`config.mk`:
```
export PLATFORM = sky130hd
export DESIGN_NAME = regfile_scoreboard_bank
export DESIGN_NICKNAME = d
export VERILOG_FILES = /design/src/rtl/regfile_pkg.sv /design/src/rtl/regfile_busy_tracker.sv /design/src/rtl/regfile_scoreboard_bank.sv
export SDC_FILE = /design/constraint.sdc
export NUM_CORES = 1
export LEC_CHECK = 0
export CAP_MARGIN = 20
export CORE_UTILIZATION = 55
export CTS_BUF_LIST = sky130_fd_sc_hd__clkbuf_8 sky130_fd_sc_hd__clkbuf_16
export CTS_CLUSTER_DIAMETER = 200
export DETAILED_ROUTE_END_ITERATION = 8
export PLACE_DENSITY = 0.86
export SLEW_MARGIN = 25
export SYNTH_ARGS = -nofsm -noshare
export SYNTH_HDL_FRONTEND = slang
export SYNTH_HIERARCHICAL = 1
export SYNTH_SLANG_ARGS = --single-unit
```
`constraint.sdc`:
```
create_clock -name clk -period 6.6 [get_ports clk]
set_input_delay 1.98 -clock clk [delete_from_list [all_inputs] [get_ports clk]]
set_output_delay 1.98 -clock clk [all_outputs]
set_load 0.02 [all_outputs]
```
`src/rtl/regfile_pkg.sv`:
```
// Shared definitions for the register bank and its busy tracker.
//   V0_IDX         : register read by port 1 for branches in label mode
//   COND_IDX       : condition-flag register, written by the dedicated path
//   ZERO_IDX       : hard-wired zero register
//   DEFAULT_DATA_W : default register width
// Address types are declared inside each module as rf_addr_t, sized by ADDR_W.
package regfile_pkg;

  localparam int V0_IDX         = 4;
  localparam int COND_IDX       = 5;
  localparam int ZERO_IDX       = 6;
  localparam int DEFAULT_DATA_W = 8;

endpackage

```
`src/rtl/regfile_busy_tracker.sv`:
```
// Per-register busy scoreboard for multi-cycle producers.
// A bit is set when a producer is issued to that register. It is cleared by
// the data write that retires the producer. When a set and a clear hit the
// same register in one cycle, the set wins, because a newer producer is now
// in flight. Also answers, for each queried address, whether that operand is
// still pending: it is busy and not being written this cycle.
// Ports:
//   clk, rst_n    : clock, async active-low reset
//   iss_valid_i   : producer issued this cycle
//   iss_rd_i      : destination of the issued producer
//   wr_en_i       : data write this cycle (clears busy)
//   wr_addr_i     : data write address
//   q_addr_i      : NUM_RD packed query addresses
//   busy_o        : busy vector
//   pend_o        : per-query pending flag
module regfile_busy_tracker
  import regfile_pkg::*;
#(
  parameter int NUM_REGS = 8,
  parameter int NUM_RD   = 2,
  parameter int ADDR_W   = $clog2(NUM_REGS)
) (
  input  logic                     clk,
  input  logic                     rst_n,
  input  logic                     iss_valid_i,
  input  logic [ADDR_W-1:0]        iss_rd_i,
  input  logic                     wr_en_i,
  input  logic [ADDR_W-1:0]        wr_addr_i,
  input  logic [NUM_RD*ADDR_W-1:0] q_addr_i,
  output logic [NUM_REGS-1:0]      busy_o,
  output logic [NUM_RD-1:0]        pend_o
);

  typedef logic [ADDR_W-1:0] rf_addr_t;

  localparam rf_addr_t ZERO_A = rf_addr_t'(ZERO_IDX);

  logic [NUM_REGS-1:0] r_busy;
  logic [NUM_REGS-1:0] w_busy_nxt;

  // The clear is applied before the set, so a same-cycle set on the same
  // register overrides it.
  always_comb begin
    w_busy_nxt = r_busy;
    if (wr_en_i && (int'(wr_addr_i) < NUM_REGS)) begin
      w_busy_nxt[wr_addr_i] = 1'b0;
    end
    if (iss_valid_i && (iss_rd_i != ZERO_A) && (int'(iss_rd_i) < NUM_REGS)) begin
      w_busy_nxt[iss_rd_i] = 1'b1;
    end
    w_busy_nxt[ZERO_IDX] = 1'b0;
  end

  always_ff @(posedge clk or negedge rst_n) begin
    if (!rst_n) begin
      r_busy <= '0;
    end else begin
      r_busy <= w_busy_nxt;
    end
  end

  // Pending = busy and not retired by this cycle's write. The write term lets
  // a stall drop combinationally in the writeback cycle, in step with the
  // data bypass.
  always_comb begin
    pend_o = '0;
    for (int k = 0; k < NUM_RD; k++) begin
      if (int'(q_addr_i[k*ADDR_W +: ADDR_W]) < NUM_REGS) begin
        pend_o[k] = r_busy[q_addr_i[k*ADDR_W +: ADDR_W]] &&
                    !(wr_en_i && (wr_addr_i == q_addr_i[k*ADDR_W +: ADDR_W]));
      end
    end
  end

  assign busy_o = r_busy;

endmodule

```
`src/rtl/regfile_scoreboard_bank.sv`:
```
// Multi-read-port general register bank between decode and execute.
// Provides same-cycle write-to-read bypass, a dedicated condition-flag write
// path, label/branch operand muxing and a busy scoreboard. stall_o is raised
// when any operand in use is still owed by an in-flight producer.
// Ports:
//   clk, rst_n    : clock, async active-low reset
//   rs_i          : NUM_RD packed read addresses (port k at [k*ADDR_W +: ADDR_W])
//   label_read_i  : label operand mode
//   label_i       : label value (zero-extended on ports 0/1)
//   branch_i      : in label mode, port 1 reads V0 instead of the label
//   wr_en_i, wr_addr_i, wr_data_i : data write
//   cond_we_i, cond_i             : condition-flag write
//   iss_valid_i, iss_rd_i         : multi-cycle producer issue
//   rd_data_o     : NUM_RD packed operands
//   busy_o        : busy vector
//   stall_o       : an operand in use is pending
module regfile_scoreboard_bank
  import regfile_pkg::*;
#(
  parameter int DATA_W   = DEFAULT_DATA_W,
  parameter int NUM_REGS = 8,
  parameter int NUM_RD   = 2,
  parameter int LABEL_W  = 4,
  parameter int ADDR_W   = $clog2(NUM_REGS)
) (
  input  logic                     clk,
  input  logic                     rst_n,
  input  logic [NUM_RD*ADDR_W-1:0] rs_i,
  input  logic                     label_read_i,
  input  logic [LABEL_W-1:0]       label_i,
  input  logic                     branch_i,
  input  logic                     wr_en_i,
  input  logic [ADDR_W-1:0]        wr_addr_i,
  input  logic [DATA_W-1:0]        wr_data_i,
  input  logic                     cond_we_i,
  input  logic                     cond_i,
  input  logic                     iss_valid_i,
  input  logic [ADDR_W-1:0]        iss_rd_i,
  output logic [NUM_RD*DATA_W-1:0] rd_data_o,
  output logic [NUM_REGS-1:0]      busy_o,
  output logic                     stall_o
);

  typedef logic [ADDR_W-1:0] rf_addr_t;

  localparam rf_addr_t V0_A   = rf_addr_t'(V0_IDX);
  localparam rf_addr_t COND_A = rf_addr_t'(COND_IDX);
  localparam rf_addr_t ZERO_A = rf_addr_t'(ZERO_IDX);

  logic [DATA_W-1:0]        r_regs [NUM_REGS];
  logic                     w_data_we;
  logic [NUM_RD*DATA_W-1:0] w_rd_data;
  logic [NUM_RD*ADDR_W-1:0] w_eff_addr;
  logic [NUM_RD-1:0]        w_use;
  logic [NUM_RD-1:0]        w_pend;

  // The condition path owns COND_IDX when both writes target it, and the
  // zero register is never stored.
  assign w_data_we = wr_en_i && (wr_addr_i != ZERO_A) &&
                     !(cond_we_i && (wr_addr_i == COND_A)) &&
                     (int'(wr_addr_i) < NUM_REGS);

  always_ff @(posedge clk or negedge rst_n) begin
    if (!rst_n) begin
      for (int i = 0; i < NUM_REGS; i++) begin
        r_regs[i] <= '0;
      end
    end else begin
      if (w_data_we) begin
        r_regs[wr_addr_i] <= wr_data_i;
      end
      if (cond_we_i) begin
        r_regs[COND_IDX] <= DATA_W'(cond_i);
      end
    end
  end

  // Read priority: zero register, then condition bypass, then data bypass,
  // then the array.
  function automatic logic [DATA_W-1:0] read_reg(input rf_addr_t a);
    logic [DATA_W-1:0] v;
    v = '0;
    if (a == ZERO_A) begin
      v = '0;
    end else if (cond_we_i && (a == COND_A)) begin
      v = DATA_W'(cond_i);
    end else if (wr_en_i && (wr_addr_i == a)) begin
      v = wr_data_i;
    end else if (int'(a) < NUM_REGS) begin
      v = r_regs[a];
    end
    return v;
  endfunction

  // w_eff_addr is the register each port actually reads. It feeds the
  // pending query, so that a branch read of V0 stalls on V0.
  always_comb begin
    w_rd_data  = '0;
    w_eff_addr = rs_i;
    w_use      = '1;
    for (int k = 0; k < NUM_RD; k++) begin
      w_rd_data[k*DATA_W +: DATA_W] = read_reg(rs_i[k*ADDR_W +: ADDR_W]);
      if (label_read_i && (k == 0)) begin
        w_rd_data[k*DATA_W +: DATA_W] = DATA_W'(label_i);
        w_use[k]                      = 1'b0;
      end else if (label_read_i && (k == 1)) begin
        if (branch_i) begin
          w_eff_addr[k*ADDR_W +: ADDR_W] = V0_A;
          w_rd_data[k*DATA_W +: DATA_W]  = read_reg(V0_A);
        end else begin
          w_rd_data[k*DATA_W +: DATA_W] = DATA_W'(label_i);
          w_use[k]                      = 1'b0;
        end
      end
    end
  end

  regfile_busy_tracker #(
    .NUM_REGS (NUM_REGS),
    .NUM_RD   (NUM_RD),
    .ADDR_W   (ADDR_W)
  ) u_busy (
    .clk         (clk),
    .rst_n       (rst_n),
    .iss_valid_i (iss_valid_i),
    .iss_rd_i    (iss_rd_i),
    .wr_en_i     (wr_en_i),
    .wr_addr_i   (wr_addr_i),
    .q_addr_i    (w_eff_addr),
    .busy_o      (busy_o),
    .pend_o      (w_pend)
  );

  assign rd_data_o = w_rd_data;
  assign stall_o   = |(w_pend & w_use);

endmodule

```
==> impl_metrics.yaml <==
synthesis:
  synth_top_family_by_area: "multiplexers"
  synthFlopType: "dfrtp_1"
  yosysTopAreaCell: "dfrtp_1"
  syn_area_per_cell_um2: 12.2
  synth_edf_count: 0
  ys_seq_elements: 71
  synth.distinct_cells: 49
  synth-compound-area-share_pct: 7.83
  synth_area_um2: 4520
  yosys.area_share.simple_pct: 11.3
  postSynth.asyncResetShare_pct: 100
  synth_most_common_cell: "dfrtp_1"
  synthesis.nets: 403
  yosys-top-cells-count: "71 x dfrtp_1, 33 x mux2_1, 32 x mux4_2"
  synth_top_area_share_pct: 39.3
  muxShareOfSynthArea_pct: 34.2
  ys_seq_area_share_pct: 39.3
  ys_warn_count: 6
  synth_xor_area_share_pct: 2.32
  synthCells: 371
  netlist_top_cells_area: "dfrtp_1 39%, mux4_2 16%, mux2_1 8.2%, mux2_2 6.7%, mux2i_1 3.3%"
  synthAdderAreaFrac_pct: 0
clocking:
  cts_tree: "built"
  clock_latency_ns: 0.34
  h-tree-depth: 3
  cts_root_buf: "clkbuf_8"
  clock_path_buffers: 2
  cts.hold.buffers_added: 0
  clk_pin_slew_ns: 0.07
  cts_repair_resize_count: 0
  post-cts-setup-buffers: 0
  cts_sinks: 71
  cts_buffers: 9
timing:
  fin_crit_ns: 6.52
  tns_ns: 0
  fin_skew_ns: 0
  clock.fmax_ghz: 0.153
  rsz0062_at_grt: "false"
  fin_crit_sh_pct: 98.8
  setup_violations: 0
  worst_slew_pin_slew_ns: 0.897
  hold_viol: 0
  slew_violations: 0
  maxSlewHeadroom_pct: 40.2
route:
  drc: 0
  dr_total_vias: 3395
  finalWirelength_mm: 11.4
  antenna_left: 0
  drt-wirelength-per-cell_um: 21.7
  drt_iter0_markers: 188
  vias_per_cell: 6.44
  drtPass1Iterations: 5
floorplan:
  ios: 57
  fp-row-count: 32
  start_util_pct: 57.6
  die_h_um: 92.7
  core_um2: 7850
  dieArea_um2: 8590
  die_w_um: 92.7
grt:
  grt_max_degree: 72
  first_global_vias: 3477
  antenna_found_initial: 0
  grt_overflow_total: 0
  grtUsageTotal_pct: 28.4
  grt_pass1_wl_mm: 18.2
setup_path:
  cp.required_ns: 4.62
  cpMaxStageDelayCell: "clkdlybuf4s50_1"
  crit_type: "in -> out"
  end_kind: "output port"
  cp-start-kind: "input port"
  crit_buf_inv: 3
  arrival_ns: 4.54
  cp_common_cell: "clkdlybuf4s50_1"
  cpLargestDelayFamily: "buffers and inverters"
  crit_path_cell_trace: "clkdlybuf4s50_1 -> buf_4 -> nand3b_1 -> a21boi_1 -> nor3_1 -> a221o_1 -> clkdlybuf4s50_1"
  critPathMaxFanout: 16
  crit_path_max_incr_delay_ns: 0.60
run_status:
  outcome: "finished clean"
worst_hold_path:
  hp-class: "reg -> reg"
power_and_ir_drop:
  ir_drop_uv: 140
  cellPowerDensity_nw_per_um2: 235
  p_leak_uw: 0.00224
place:
  routabilityCongestion: 0.839
  port-buffer-count: 55
  dp_hpwl_mm: 7.84
finish:
  area_delta_synth_final_pct: 19.0
  nets: 453
  utilization_pct: 68.5
  drive_above_1_share_pct: 24.9
  diodes: 0
  fillers: 597
run:
  drv_cap: 0
-- layout make-up --
type                       count  area [um2]  share of cell area [%]
sequential                    71        1780                    33.0
multi-input combinational    255        2520                    46.9
clock inverter                 5        26.3                   0.488
timing repair buffer          80         771                    14.3
inverter                       4        15.0                   0.279
tap                          102         128                    2.37
clock buffer                  10         138                    2.56
-- layer usage --
| metal | wire length (um) | global-route usage (%) |
|---|---|---|
| met5 | 0 | 0 |
| met1 | 4790 | 36.8 |
| met4 | 376 | 13.8 |
| met2 | 5620 | 46.5 |
| met3 | 649 | 4.93 |
-- worst paths after layout --
kind	to	depth (start not counted)	slack [ns]	from
worst max register to register	r_regs[16]	3	5.68	r_regs[16]
worst min-delay path	r_regs[11]	0	0.40	r_regs[11]
worst min register to register	r_regs[11]	0	0.40	r_regs[11]
worst max-delay path	rd_data_o[13]	7	0.08	rs_i[4]
max in group asynchronous	r_regs[0]	2	4.17	rst_n
min in group asynchronous	r_regs[58]	2	1.82	rst_n
-- cells in the final DEF (no fill, tap or decap), types with 2 or more instances in the layout --
master           netlist  final
dfrtp_1               71     71
clkdlybuf4s50_1        0     54
mux2_1                33     33
mux4_2                32     32
mux2_2                27     27
nand2_1               26     26
buf_4                  4     22
mux2i_1               15     15
xnor2_1               12     12
nor2_1                12     12
o21ai_0               11     11
clkbuf_8               0     10
nand2b_1               9      9
a21oi_1                7      7
nor2b_1                6      6
nor4_1                 5      5
inv_1                  4      5
o21ai_1                5      5
a221o_1                4      4
a211oi_1               4      4
o31ai_1                4      4
and4_1                 3      3
o21ba_1                3      3
a211o_1                3      3
nand4b_1               3      3
clkinv_2               0      3
buf_12                 0      3
nand4_1                2      2
and2_1                 2      2
nor3b_4                2      2
o2bb2ai_1              2      2
and3_1                 2      2
and2b_2                2      2
a2111oi_0              2      2
a221oi_1               2      2
-- worst reg2reg max path: cells and delay by family, from the launching register on --
family,cells,cell delay [ns]
muxes,1,0.25
DFF,1,0.40
and+or+nand+nor,2,0.15
-- sequential cells by signal, summed over array words and instances (netlist names) --
register       count
u_busy/busy_o      7
r_regs            64
-- through the flow --
step	instances	hold WS (ns)	instance area (um2)	setup slack, ns	power [uW]
finish	527	0.397	5380	0.0785	1260
global route	527	0.410	5380	0.00109	1320
CTS	527	0.400	5380	0.125	1270
detailed placement	512	0.384	5220	0.146	969
global placement	512	0.375	5220	0.137	948
floorplan	371	0.440	4520	0.887	819
-- where the power goes --
group	total (uW)	leakage [uW]	switching (uW)	internal, uW
clock	302	0.0000891	161	141
combinational	394	0.00127	169	225
sequential	569	0.000879	59.3	510
-- cells by family (layout without fill, tap and decap cells) --
group | Yosys count | in the layout
AO/OA/AOI/OAI | 51 | 51
buffers and inverters | 45 | 99
flip-flops | 71 | 71
other | 1 | 1
XOR/XNOR | 12 | 12
multiplexers | 107 | 107
AND/OR/NAND/NOR | 84 | 84
No activity file was read; power rests on OpenSTA's default activity.
